File: src/rtl/note_pixel_classifier_pkg.sv
// Shared constants and types for the note classifier and the colour stage.
package note_pixel_classifier_pkg;

  // Buffer and screen geometry
  localparam int NUM_SLOTS  = 8;
  localparam int H_ACTIVE   = 640;
  localparam int SCROLL_PX  = 2;
  localparam int STAFF_Y0   = 160;
  localparam int LINE_SP    = 16;
  localparam int NUM_LINES  = 5;
  localparam int NOTE_W     = 12;
  localparam int NOTE_H     = 8;
  localparam int PLAYHEAD_X = 80;
  localparam int MAX_PITCH  = 8;

  // Pixel-type bit indices
  localparam int PT_NOTE  = 0;
  localparam int PT_STAFF = 1;
  localparam int PT_TEXT  = 2;
  localparam int PT_RSVD  = 3;
  localparam int PT_PLAY  = 4;

  // Pixel-type one-hot codes
  localparam logic [4:0] PT_NOTE_OH  = 5'b00001;
  localparam logic [4:0] PT_STAFF_OH = 5'b00010;
  localparam logic [4:0] PT_TEXT_OH  = 5'b00100;
  localparam logic [4:0] PT_PLAY_OH  = 5'b10000;

  typedef enum logic [1:0] {
    INSTR_VIOLIN   = 2'd0,
    INSTR_PIANO    = 2'd1,
    INSTR_ELECTRIC = 2'd2,
    INSTR_DEFAULT  = 2'd3
  } instr_e;

  typedef struct packed {
    logic        valid;
    logic [10:0] x;
    logic [3:0]  pitch;
    logic [1:0]  instr;
  } slot_t;

  // Staff positions above the top line clamp to the top line.
  function automatic logic [3:0] sat_pitch(input logic [3:0] p);
    return (p > 4'(MAX_PITCH)) ? 4'(MAX_PITCH) : p;
  endfunction

  // Vertical centre of a note box for a staff position.
  function automatic logic [10:0] note_cy(input logic [3:0] p);
    return 11'(STAFF_Y0 + 4 * LINE_SP) - 11'(p) * 11'(LINE_SP / 2);
  endfunction

  // True when the row lies on one of the staff lines.
  function automatic logic is_staff(input logic [9:0] y);
    logic hit;
    hit = 1'b0;
    for (int k = 0; k < NUM_LINES; k++)
      if ({1'b0, y} == 11'(STAFF_Y0 + k * LINE_SP)) hit = 1'b1;
    return hit;
  endfunction

endpackage

File: src/rtl/note_pixel_classifier_slot.sv
// One note slot: state registers, per-frame scroll/free and pixel hit tests.
module note_slot
  import note_pixel_classifier_pkg::*;
(
  input  logic       clk,
  input  logic       reset_n,
  input  logic       frame_start,
  input  logic       load,
  input  logic [3:0] load_pitch,
  input  logic [1:0] load_instr,
  input  logic [9:0] pix_x,
  input  logic [9:0] pix_y,
  output logic       valid,
  output logic       will_free,
  output logic       valid_next,
  output logic [1:0] instr,
  output logic       hit,
  output logic       playing
);

  slot_t       cur;
  slot_t       nxt;
  logic [10:0] px;
  logic [10:0] py;
  logic [10:0] cy;
  logic        in_x;
  logic        in_y;

  // Next slot state: scroll or free on frame_start, then an allocation overrides.
  always_comb begin
    // NOTE: every always_comb output gets a default first so no latch is inferred.
    nxt       = cur;
    will_free = 1'b0;
    if (frame_start && cur.valid) begin
      if (cur.x < 11'(SCROLL_PX)) begin
        nxt.valid = 1'b0;
        will_free = 1'b1;
      end else begin
        nxt.x = cur.x - 11'(SCROLL_PX);
      end
    end
    if (load) begin
      nxt.valid = 1'b1;
      nxt.x     = 11'(H_ACTIVE);
      nxt.pitch = sat_pitch(load_pitch);
      nxt.instr = load_instr;
    end
  end

  // Slot state register.
  always_ff @(posedge clk or negedge reset_n) begin
    // NOTE: the slot store is small and must come up empty, so every field is reset.
    if (!reset_n) cur <= '0;
    // NOTE: sequential state uses non-blocking assignment only.
    else          cur <= nxt;
  end

  // Hit tests against the current (pre-update) position, widened to 11 bits.
  always_comb begin
    px      = {1'b0, pix_x};
    py      = {1'b0, pix_y};
    cy      = note_cy(cur.pitch);
    in_x    = (px >= cur.x) && (px < cur.x + 11'(NOTE_W));
    in_y    = (py >= cy - 11'(NOTE_H / 2)) && (py < cy + 11'(NOTE_H / 2));
    hit     = cur.valid && in_x && in_y;
    playing = hit && (cur.x <= 11'(PLAYHEAD_X)) && (11'(PLAYHEAD_X) < cur.x + 11'(NOTE_W));
  end

  assign valid      = cur.valid;
  assign valid_next = nxt.valid;
  assign instr      = cur.instr;

endmodule

File: src/rtl/note_pixel_classifier.sv
// Scrolling note buffer and two-stage pixel classifier feeding the colour stage.
module note_pixel_classifier
  import note_pixel_classifier_pkg::*;
(
  input  logic       clk,
  input  logic       reset_n,
  input  logic       frame_start,
  input  logic       note_valid,
  output logic       note_ready,
  input  logic [3:0] note_pitch,
  input  logic [1:0] note_instr,
  input  logic       pix_valid,
  input  logic [9:0] pix_x,
  input  logic [9:0] pix_y,
  input  logic       text_in,
  output logic       out_valid,
  output logic [4:0] pixel_type,
  output logic [1:0] instrument_type,
  output logic [3:0] note_count
);

  logic [NUM_SLOTS-1:0]      valid_v, free_v, next_v, load_v, hit_v, play_v;
  logic [NUM_SLOTS-1:0][1:0] instr_v;
  logic                      found;
  logic [3:0]                count_next;

  logic                      s1_valid, s1_staff, s1_text;
  logic [NUM_SLOTS-1:0]      s1_hit, s1_play, sel_v;
  logic [NUM_SLOTS-1:0][1:0] s1_instr;
  logic [4:0]                type_next;
  logic [1:0]                instr_next;
  logic                      sel_found;

  assign note_ready = ~&valid_v;

  // Allocator: lowest slot that is free now or is being freed by this frame_start.
  always_comb begin
    load_v = '0;
    found  = 1'b0;
    for (int i = 0; i < NUM_SLOTS; i++) begin
      if (!found && (!valid_v[i] || free_v[i])) begin
        load_v[i] = 1'b1;
        found     = 1'b1;
      end
    end
    if (!(note_valid && note_ready)) load_v = '0;
  end

  for (genvar g = 0; g < NUM_SLOTS; g++) begin : g_slot
    note_slot u_slot (
      .clk        (clk),
      .reset_n    (reset_n),
      .frame_start(frame_start),
      .load       (load_v[g]),
      .load_pitch (note_pitch),
      .load_instr (note_instr),
      .pix_x      (pix_x),
      .pix_y      (pix_y),
      .valid      (valid_v[g]),
      .will_free  (free_v[g]),
      .valid_next (next_v[g]),
      .instr      (instr_v[g]),
      .hit        (hit_v[g]),
      .playing    (play_v[g])
    );
  end

  // Occupancy of the slot state that the next edge will load.
  always_comb begin
    count_next = '0;
    for (int i = 0; i < NUM_SLOTS; i++) count_next = count_next + {3'b000, next_v[i]};
  end

  // Occupied-slot counter.
  always_ff @(posedge clk or negedge reset_n) begin
    if (!reset_n) note_count <= '0;
    else          note_count <= count_next;
  end

  // S1: capture per-slot hits, staff/text flags and the instruments they refer to.
  always_ff @(posedge clk or negedge reset_n) begin
    if (!reset_n) begin
      s1_valid <= 1'b0;
      s1_hit   <= '0;
      s1_play  <= '0;
      s1_staff <= 1'b0;
      s1_text  <= 1'b0;
      s1_instr <= '0;
    end else begin
      s1_valid <= pix_valid;
      s1_hit   <= hit_v;
      s1_play  <= play_v;
      s1_staff <= is_staff(pix_y);
      s1_text  <= text_in;
      s1_instr <= instr_v;
    end
  end

  // S2 reduce: priority select and lowest-index instrument of the winning class.
  always_comb begin
    type_next  = '0;
    instr_next = '0;
    sel_found  = 1'b0;
    sel_v      = (|s1_play) ? s1_play : s1_hit;
    if (s1_valid) begin
      if (|s1_play)     type_next = PT_PLAY_OH;
      else if (|s1_hit) type_next = PT_NOTE_OH;
      else if (s1_text) type_next = PT_TEXT_OH;
      else if (s1_staff) type_next = PT_STAFF_OH;
      for (int i = 0; i < NUM_SLOTS; i++) begin
        if (!sel_found && sel_v[i]) begin
          instr_next = s1_instr[i];
          sel_found  = 1'b1;
        end
      end
    end
  end

  // S2 output register.
  always_ff @(posedge clk or negedge reset_n) begin
    if (!reset_n) begin
      out_valid       <= 1'b0;
      pixel_type      <= '0;
      instrument_type <= '0;
    end else begin
      out_valid       <= s1_valid;
      pixel_type      <= type_next;
      instrument_type <= instr_next;
    end
  end

endmodule

File: config.mk
export PLATFORM = sky130hd
export DESIGN_NAME = note_pixel_classifier
export DESIGN_NICKNAME = d
export VERILOG_FILES = /design/src/rtl/note_pixel_classifier_pkg.sv /design/src/rtl/note_pixel_classifier_slot.sv /design/src/rtl/note_pixel_classifier.sv
export SDC_FILE = /design/constraint.sdc
export NUM_CORES = 1
export LEC_CHECK = 0
export CAP_MARGIN = 0
export CELL_PAD_IN_SITES_DETAIL_PLACEMENT = 1
export CELL_PAD_IN_SITES_GLOBAL_PLACEMENT = 1
export CORE_MARGIN = 2
export CORE_UTILIZATION = 38
export DETAILED_ROUTE_END_ITERATION = 8
export MAX_ROUTING_LAYER = met4
export PLACE_DENSITY = 0.79
export SKIP_CTS_REPAIR_TIMING = 1
export SLEW_MARGIN = 20
export SYNTH_ARGS = -nofsm -noshare
export SYNTH_HDL_FRONTEND = slang
export SYNTH_SLANG_ARGS = --single-unit
File: constraint.sdc
create_clock -name clk -period 4.05 [get_ports clk]
set_clock_uncertainty 0.05 [all_clocks]
set_input_delay 1.0125 -clock clk [delete_from_list [all_inputs] [get_ports clk]]
set_output_delay 1.0125 -clock clk [all_outputs]
set_load 0.02 [all_outputs]
==> summary.txt, run 1 <==
Yosys
  – Ys async rst share: 100%
  – Seq/Total Area, Yosys: 29.0%
  – Most common cell in the netlist: ha_1
  – Post-synth EDFFs: 0
  – Top cell type's share of synthesized area: 29.0%
  – Most used DFF post-synth: dfrtp_1
  – Synth warn: 0
  – Synth top area cells: dfrtp_1 (29%), ha_1 (22%), xnor2_1 (6.5%)
  – Post-Synthesis Cells: 1709
  – Number of synthesized register bits: 182
  – Syn Area/Cell: 9.19 sq um
  – Synth cell count leaders: ha_1 (278), dfrtp_1 (182), nor2_1 (137)
  – Cell variety after synth: 81
  – Synthesized area: 15700 sq um
  – Synth area leader: dfrtp_1

Worst setup path
  – R2r setup slk: 80 ps
  – Crit path capture type: flop
  – CP Max Fanout: 5
  – FF-to-FF End: note_count[2]
  – Worst reg-to-reg path cell count: 15
  – WP data required: 4380 ps
  – Crit path DAT: 4400 ps
  – Worst Setup Start Kind: primary input
  – Worst Path Class, Setup: in -> reg
  – Worst R2R Start: g_slot[0].u_slot.cur[7]

Detailed routing
  – Routed wire per std cell: 21.4 um
  – DR WL met3: 2.23 mm
  – Top sig layer: met4
  – Antenna Nets Post-Route: 0
  – Vias: 13854
  – Residual DRC: 0
  – Final wirelength: 51.3 mm
  – Met1 Routed Length: 22.2 mm
  – Vias per cell: 5.76
  – DRT Pass-1 Iters: 5
  – DR iter-0 viols: 866
  – Met2 routed WL: 24.8 mm

Clock tree
  – CTS Buf Count: 17
  – Clk sinks: 182
  – H-tree depth: 4
  – Maximum root-to-sink buffer count: 2
  – CTS tree: yes
  – CTS root buf: clkbuf_16
  – Clk slew on worst S/H paths: 100 ps
  – Clk Latency, worst-skew pair: 490 ps

Cells and area
  – Filler instances: 4754
  – Layout cells sized above 1: 12.6%
  – Multi-input logic area: 10600 sq um
  – Post-Layout Cell Count: 2405
  – FF+latch area: 4550 sq um
  – Final core utilization: 44.8%
  – Final instance area: 18300 sq um
  – Nets@finish: 2172
  – Area Overhead vs Synth: 16.5%

Power
  – Final total power: 12.5 mW
  – Power Dens Cells: 682 nW/um^2
  – Max VDD drop: 0.238 mV
  – Leak pwr: 8.44 nW

Timing
  – Final count of pins violating max slew: 0
  – Final worst path period share: 100%
  – Tmin final: 4070 ps
  – Setup Viol. Count Final: 2
  – Worst-Margin Slew: 814 ps
  – Endpoints failing hold: 0
  – Setup ws final: -18.7 ps
  – FMAX: 246 MHz
  – Slew headroom: 45.3%

Die
  – Row count: 74
  – Die ar.: 43000 sq um
  – Height of the die: 207 um
  – CORE AREA: 40800 sq um
  – Die Span X: 207 um
  – Top Ports: 45
  – Initial Util: 38.5%

Placed design
  – # port buffers: 43
  – Placed instance area: 17500 sq um
  – Inst Count DP: 2364
  – HPWL Detailed: 39.9 mm
  – Routability Congestion: 0.934

GRT
  – First-pass GRT wire length: 81.1 mm
  – Tot GR Track Use: 24.4%
  – Global route total overflow: 0
  – Largest net degree at the start of global routing: 82
  – Number of global-route vias before repair: 15058
  – Initial antenna violation count: 2

Worst hold path
  – Cells on Worst Hold Path: 0
  – Hold endpoint: s1_instr[11]
  – Hold path start: g_slot[5].u_slot.instr[1]
  – HP Class: reg -> reg

Status
  – Failing checks: setup timing
  – Status: finished with violations

Job
  – Max_cap viols: 0
-- worst max-delay path, cell delays in order --
cell and delay, ps:
dlymetal6s2s_1 330, buf_12 200, clkinvlp_4 140, o21ai_2 190, nand2_1 160, fa_1 480, fa_1 520, inv_1 60
fa_1 450, inv_1 90, ha_1 180, inv_1 70, fa_1 380, xnor2_1 130
-- area by class of cell --
class | count | area share, %
Tap cell | 532 | 3.64
Inverter | 134 | 2.77
Multi-Input combinational cell | 1366 | 57.8
Clock buffer | 17 | 2.32
Antenna cell | 2 | 0.0274
Sequential cell | 182 | 24.9
Clock inverter | 15 | 1.05
Timing Repair Buffer | 157 | 7.52
-- cell families after synthesis --
family | count (synthesis) | synth area share (%)
and+or+nand+nor | 493 | 16.4
buffers and inverters | 174 | 4.36
DFF | 182 | 29.0
other | 2 | 0.0478
AOI/OAI and AO/OA | 378 | 15.8
muxes | 45 | 3.19
xor gates and xnor gates | 153 | 8.53
adders and majority gates | 282 | 22.7
-- through the flow --
step           setup slack, ps  setup TNS [ps]  hold WS, ps
6_report                 -18.7           -29.5          324
5_1_grt                  -82.4            -135          342
4_1_cts                   -136            -270          328
3_5_place_dp              -578           -1540          310
3_3_place_gp              -498           -1270          305
2_1_floorplan             19.7               0          297
-- registers in the layout, summed over array words and instances, names as in the netlist, 4 cells and up --
name / count
pixel_type: 4
note_count: 4
s1_play: 8
s1_hit: 8
g_slot.u_slot.cur: 112
g_slot.u_slot.valid: 8
s1_instr: 16
g_slot.u_slot.instr: 16
-- metal layers --
metal	up-vias	track usage, %
met5	-	-
met4	0	10.9
met3	109	4.05
met2	300	40.2
met1	6994	29.4
li1	6451	-
-- power by group --
part           internal (mW)  switching [mW]  total, mW
sequential              2.42           0.758       3.18
combinational           3.27            4.25       7.52
clock                  0.848           0.937       1.78
-- worst max-delay path by stage --
| stage | from | to | slack (ps) |
|---|---|---|---|
| 3_3_place_gp | frame_start | note_count[1] | -500 |
| 3_5_place_dp | frame_start | note_count[2] | -580 |
| 5_1_grt | frame_start | note_count[2] | -80 |
| 4_1_cts | g_slot[0].u_slot.cur[7] | note_count[2] | -140 |
| 2_1_floorplan | frame_start | note_count[2] | 20 |
| 6_report | frame_start | note_count[2] | -20 |
-- layout by cell type, fill, tap and decap left out, types with 14 or more instances in the layout --
cell	netlist	final
a21oi_1	89	89
nand2b_1	17	17
a21o_1	22	22
nor3_1	35	35
buf_4	1	108
nor4_1	22	22
xor2_1	36	36
nor2_1	137	137
clkdlybuf4s50_1	0	40
dfrtp_1	182	182
ha_1	278	278
clkbuf_16	0	18
nor2b_1	21	17
conb_1	2	15
nand3_1	47	47
inv_1	132	131
xnor2_1	117	117
o21a_1	23	23
mux2_2	36	36
o21ai_0	110	108
and3_1	14	14
a211oi_1	14	14
nand2_1	100	97
nand4_1	22	22
o211ai_1	17	17
Power figures use the tool's default switching activity.
==> run 2: changes to the inputs <==
Settings changed: CORE_ASPECT_RATIO set to 0.8, GPL_TIMING_DRIVEN set to 0.
==> run 2 against run 1 <==
The flow still finishes with violations (setup timing); first-iteration DRC count decreased by 5.1%; largest cell class unchanged; cell count decreased by 1.2%; via count decreased by 1.5%; largest power group unchanged; register-to-register slack got worse by 90 ps.
==> summary.txt, run 2 (same netlist as run 1, synthesis figures left out) <==
Cells and area
  – Max reg flops: 112 (unchanged)
  – Diode count: 0 (-2)
  – Area Overhead vs Synth: 15.4%
  – Biggest register: g_slot.u_slot.cur
  – Most frequent cells in the layout: ha_1 (274), dfrtp_1 (176), nor2_1 (137)
  – Layout cells sized above 1: 11.7% (-0.89 points)
  – Nets@finish: 2134 (-1.7%)
  – Most common cell after layout, fill and taps aside: ha_1
  – Filler instances: 4688 (-1.4%)

Worst setup path
  – Crit path capture type: flop
  – Kind of cell adding the most delay to the critical path: adder cells
  – FF-to-FF End: note_count[2]
  – Worst reg-to-reg path cell count: 13 (-2)
  – Crit path DAT: 4390 ps (about the same)
  – CP max stage cell: dfrtp_1
  – CP cell instances: nand4_1 > or2_2 > nand2_1 > nand2_2 > fa_1 > fa_1 > inv_1 > fa_1 > inv_1 > ha_2 > inv_1 > fa_2 > xnor2_2
  – Slowest stage delay, CP: 530 ps (about the same)
  – Worst Setup Start Kind: flop
  – Worst R2R Start: g_slot[4].u_slot.valid
  – CP Max Fanout: 5 (unchanged)
  – WP data required: 4380 ps (about the same)
  – R2r setup slk: -8 ps (-90 ps)
  – Worst Path Buf+Inv: 3 (-3)
  – Worst Path Class, Setup: reg -> reg

Timing
  – Slew headroom: 21.4% (-24 points)
  – Setup Viol. Count Final: 1 (-1)
  – Worst-Margin Slew: 1180 ps (+362 ps)
  – Tmin final: 4060 ps (-10.7 ps)
  – Setup ws final: -8.01 ps (+10.7 ps)
  – Final count of pins violating max slew: 0 (unchanged)
  – Hold_ws: 329 ps (+4.83 ps)
  – Final worst path period share: 100% (-0.26 points)
  – Endpoints failing hold: 0 (unchanged)
  – Fin Setup TNS: -8.01 ps (+21.5 ps)
  – FMAX: 246 MHz (+0.26%)
  – RSZ-0062 raised after global routing: true

Detailed routing
  – Antenna Nets Post-Route: 0 (unchanged)
  – Vias: 13643 (-1.5%)
  – Final wirelength: 49.9 mm (-2.9%)
  – Vias per cell: 5.74 (-0.36%)
  – Residual DRC: 0 (unchanged)
  – DR iter-0 viols: 822 (-5.1%)
  – Routed wire per std cell: 21.0 um (-1.7%)
  – DRT Pass-1 Iters: 7 (+2)

Worst hold path
  – HP Class: reg -> reg
  – Hold endpoint: s1_instr[14]
  – Hold path start: g_slot[7].u_slot.instr[0]
  – Cells on Worst Hold Path: 0 (unchanged)

GRT
  – Global route total overflow: 0 (unchanged)
  – First-pass GRT wire length: 78.1 mm (-3.8%)
  – Largest net degree at the start of global routing: 67 (-18%)
  – Initial antenna violation count: 0 (-2)
  – Tot GR Track Use: 24.0% (-0.39 points)
  – Number of global-route vias before repair: 14236 (-5.5%)

Clock tree
  – Maximum root-to-sink buffer count: 2 (unchanged)
  – Clk sinks: 182 (unchanged)
  – CTS root buf: clkbuf_16
  – CTS Buf Count: 17 (unchanged)
  – Clk Latency, worst-skew pair: 480 ps (about the same)
  – Clk slew on worst S/H paths: 90 ps (about the same)
  – CTS tree: yes
  – H-tree depth: 4 (unchanged)

Status
  – Status: finished with violations
  – Failing checks: setup timing

Placed design
  – Routability Congestion: 0.859 (-8.1%)
  – HPWL Detailed: 36.7 mm (-7.9%)
  – # port buffers: 43 (unchanged)
  – Post-place setup slack: -1650 ps (-1070 ps)

Power
  – Leak pwr: 8.20 nW (-2.8%)
  – Clock power share: 14.6% (+0.3 points)
  – Max VDD drop: 0.330 mV (+39%)
  – Logic pwr share: 60.7% (+0.5 points)
  – Switching Share: 48.0% (+0.39 points)
  – Final total power: 12.6 mW (+0.52%)
  – Power Dens Cells: 693 nW/um^2 (+1.5%)
  – P_sw: 6.02 mW (+1.3%)
  – Flop pwr share: 24.7% (-0.8 points)
  – Cell Int Power: 6.53 mW (-0.24%)

Die
  – Die Span X: 231 um (+12%)
  – Initial Util: 38.6% (+0.11 points)
  – Row count: 66 (-11%)
  – Top Ports: 45 (unchanged)
  – Height of the die: 186 um (-10%)
  – Die ar.: 43000 sq um (about the same)
  – CORE AREA: 40700 sq um (-0.29%)

Job
  – Max_cap viols: 0 (unchanged)
-- run 2: cell count changes in the layout (fill, tap and decap cells not counted), moves of 6 or more --
cell             previous run  this run
inv_2                       0         6
dfrtp_2                     0         6
buf_4                     108        37
clkdlybuf4s50_1            40        31
clkbuf_1                    0        21
inv_1                     131       123
dfrtp_1                   182       176
buf_2                       0        18
-- run 2: worst reg2reg max path, delay by kind of cell, from the launching register on --
kind,cells,cell delay [ps]
fa+ha+maj,5,1990
simple gates,4,970
flops,1,530
xor+xnor,1,250
buf+inv,3,180
-- run 2: final cells by class --
class	instances	area, sq um	share of cell area [%]
multi-input combinational	1366	10800	59.6
sequential	182	4560	25.2
timing repair buffer	80	727	4.01
tap	544	681	3.76
inverter	134	512	2.82
clock buffer	17	425	2.35
clock inverter	15	216	1.19
buffer	39	200	1.10
-- run 2: layer usage --
metal  GRT usage, %  share of wire, %  up-vias  wire, um
met5              -                 0        -         0
met4           6.94               2.0        0      1000
met3           2.99               3.9       63      1960
met2           38.4                46      264     23000
met1           32.0                48     6946     23900
li1               -                 -     6370         -
-- run 2: power groups by stage --
stage,clock network (mW),logic (mW),registers (mW)
2_1_floorplan,0,5.19,2.88
3_3_place_gp,0,6.63,3.01
3_5_place_dp,0,7.08,3.04
4_1_cts,1.86,7.18,3.01
5_1_grt,1.93,8.55,3.18
6_report,1.83,7.62,3.10
-- run 2: per-stage QoR --
step                cell area (sq um)  std cells  utilization, %
CTS                             17500       2343            43.1
detailed placement              16900       2311            41.5
finish                          18100       2377            44.5
global placement                16900       2309            41.4
floorplan                       15800       1722               -
global route                    18100       2377            44.5
-- run 2: worst max path at each step --
stage	start	end	slack (ps)	cells past startpoint
5_1_grt	g_slot[2].u_slot.cur[7]	note_count[2]	-90	17
4_1_cts	frame_start	note_count[2]	-1200	14
3_3_place_gp	reset_n	note_count[2]	-5960	1
6_report	g_slot[4].u_slot.valid	note_count[2]	-8	13
2_1_floorplan	frame_start	note_count[2]	20	13
3_5_place_dp	frame_start	note_count[2]	-1650	14
==> run 3: changes to the inputs <==
Settings changed: SKIP_CTS_REPAIR_TIMING 1 to unset.
==> run 3 against run 2 <==
The flow still finishes with violations (setup timing); global-route usage up 0.51 points; fmax down 0.18%; core utilization rose by 0.092 points; die area did not move.
==> summary.txt, run 3 (same netlist as run 1, synthesis figures left out) <==
Timing
  – Hold_ws: 329 ps (-0.198 ps)
  – Fin Setup TNS: -15.3 ps (-7.30 ps)
  – Slew headroom: 18.2% (-3.2 points)
  – Final count of pins violating max slew: 0 (unchanged)
  – Worst-Margin Slew: 1220 ps (+47.5 ps)
  – Tmin final: 4070 ps (+7.30 ps)
  – RSZ-0062 raised after global routing: true
  – Endpoints failing hold: 0 (unchanged)
  – FMAX: 246 MHz (-0.18%)
  – Setup Viol. Count Final: 1 (unchanged)
  – Setup ws final: -15.3 ps (-7.30 ps)
  – Final worst path period share: 100% (+0.18 points)

Worst setup path
  – Worst reg-to-reg path cell count: 14 (+1)
  – Worst Setup Start Kind: primary input
  – Worst Path Class, Setup: in -> reg
  – Worst R2R Start: g_slot[0].u_slot.cur[16]
  – Crit path DAT: 4310 ps (-80 ps)
  – Crit path capture type: flop
  – WP data required: 4300 ps (-80 ps)
  – FF-to-FF End: note_count[2]
  – R2r setup slk: 60 ps (+70 ps)
  – CP Max Fanout: 18 (+13)

Detailed routing
  – DRT Pass-1 Iters: 5 (-2)
  – Residual DRC: 0 (unchanged)
  – Routed wire per std cell: 21.2 um (+0.87%)
  – Final wirelength: 50.5 mm (+1.3%)
  – DR iter-0 viols: 786 (-4.4%)
  – Antenna Nets Post-Route: 0 (unchanged)
  – Vias per cell: 5.76 (+0.28%)
  – Vias: 13733 (+0.66%)

Clock tree
  – CTS Buf Count: 17 (unchanged)
  – Clk slew on worst S/H paths: 90 ps (about the same)
  – Clk sinks: 182 (unchanged)
  – CTS root buf: clkbuf_16
  – Cts hold-fix bufs: 0
  – Maximum root-to-sink buffer count: 2 (unchanged)
  – Clk Latency, worst-skew pair: 470 ps (about the same)
  – CTS tree: yes
  – H-tree depth: 4 (unchanged)

Worst hold path
  – Hold endpoint: s1_instr[14]
  – Cells on Worst Hold Path: 0 (unchanged)
  – HP Class: reg -> reg
  – Hold path start: g_slot[7].u_slot.instr[0]

Cells and area
  – Most frequent cells in the layout: ha_1 (274), dfrtp_1 (173), nor2_1 (137)
  – Layout cells sized above 1: 12.3% (+0.65 points)
  – Diode count: 0 (unchanged)
  – Most common cell after layout, fill and taps aside: ha_1
  – Max reg flops: 112 (unchanged)
  – Area Overhead vs Synth: 15.6%
  – Biggest register: g_slot.u_slot.cur
  – Final core utilization: 44.6% (+0.092 points)
  – Nets@finish: 2143 (+0.42%)

Placed design
  – HPWL Detailed: 36.7 mm (unchanged)
  – Post-place setup slack: -1650 ps (unchanged)
  – # port buffers: 43 (unchanged)
  – Routability Congestion: 0.859 (unchanged)

GRT
  – First-pass GRT wire length: 79.7 mm (+2.0%)
  – Tot GR Track Use: 24.5% (+0.51 points)
  – Global route total overflow: 0 (unchanged)
  – Largest net degree at the start of global routing: 67 (unchanged)
  – Initial antenna violation count: 0 (unchanged)
  – Number of global-route vias before repair: 14452 (+1.5%)

Die
  – Top Ports: 45 (unchanged)
  – Height of the die: 186 um (unchanged)
  – Die ar.: 43000 sq um (unchanged)
  – CORE AREA: 40700 sq um (unchanged)
  – Initial Util: 38.6% (unchanged)
  – Die Span X: 231 um (unchanged)
  – Row count: 66 (unchanged)

Job
  – Max_cap viols: 0 (unchanged)

Power
  – Leak pwr: 8.22 nW (+0.29%)
  – Power Dens Cells: 694 nW/um^2 (+0.13%)
  – Final total power: 12.6 mW (+0.34%)
  – Max VDD drop: 0.330 mV (about the same)

Status
  – Failing checks: setup timing
  – Status: finished with violations
## run 3: cell count changes in the layout (fill, tap and decap cells not counted), moves of 2 or more
cell,before,now
inv_1,123,120
nand2_1,94,96
dlymetal6s2s_1,3,1
buf_4,37,44
nand2_2,4,2
dlygate4sd2_1,0,2
inv_2,6,9
dfrtp_1,176,173
dfrtp_2,6,9
## run 3: timing repair
action / in CTS / in global routing
setup endpoints to repair: 7 / 3
pin swaps: 10 / 11
gates resized for setup: 60 / 28
hold endpoints to repair: 0 / 0
setup buffers: 14 / 30
## run 3: area by class of cell
class                           instances  area (sq um)
Timing Repair Buffer                   89           791
Sequential cell                       182          4570
Fill cell                            4702         22600
Clock buffer                           17           425
Inverter                              134           512
Tap cell                              544           681
Multi-Input combinational cell       1366         10800
Clock inverter                         15           216
Buffer                                 39           200
## run 3: worst max path at each step
stage,from,end
global route,g_slot[0].u_slot.cur[16],note_count[2]
global placement,reset_n,note_count[2]
floorplan,frame_start,note_count[2]
finish,pix_y[5],s1_play[7]
detailed placement,frame_start,note_count[2]
CTS,g_slot[0].u_slot.cur[15],note_count[2]
## run 3: layer usage
layer / wire [um] / share of wire (%) / track usage [%]
met5: 0 / 0 / -
met1: 23600 / 47 / 32.3
met2: 23400 / 46 / 39.4
met3: 2380 / 4.7 / 3.20
met4: 1170 / 2.3 / 7.69
## run 3: critical path, stage by stage
cell and delay [ps]:
clkdlybuf4s50_1 1200, ha_1 390, nand2_1 70, nor2_1 40, a2111oi_0 320, o21ai_0 330, a211o_1 310, nor4b_1 620
## run 3: power by group
part           internal (mW)  switching [mW]  leakage (nW)
sequential              2.43           0.670          2.23
clock                  0.862           0.969         0.306
combinational           3.26            4.40          5.69
## run 3: per-stage QoR
step | cells | cell area [sq um]
4_1_cts | 2356 | 17900
5_1_grt | 2386 | 18200
2_1_floorplan | 1722 | 15800
3_5_place_dp | 2311 | 16900
3_3_place_gp | 2309 | 16900
6_report | 2386 | 18200
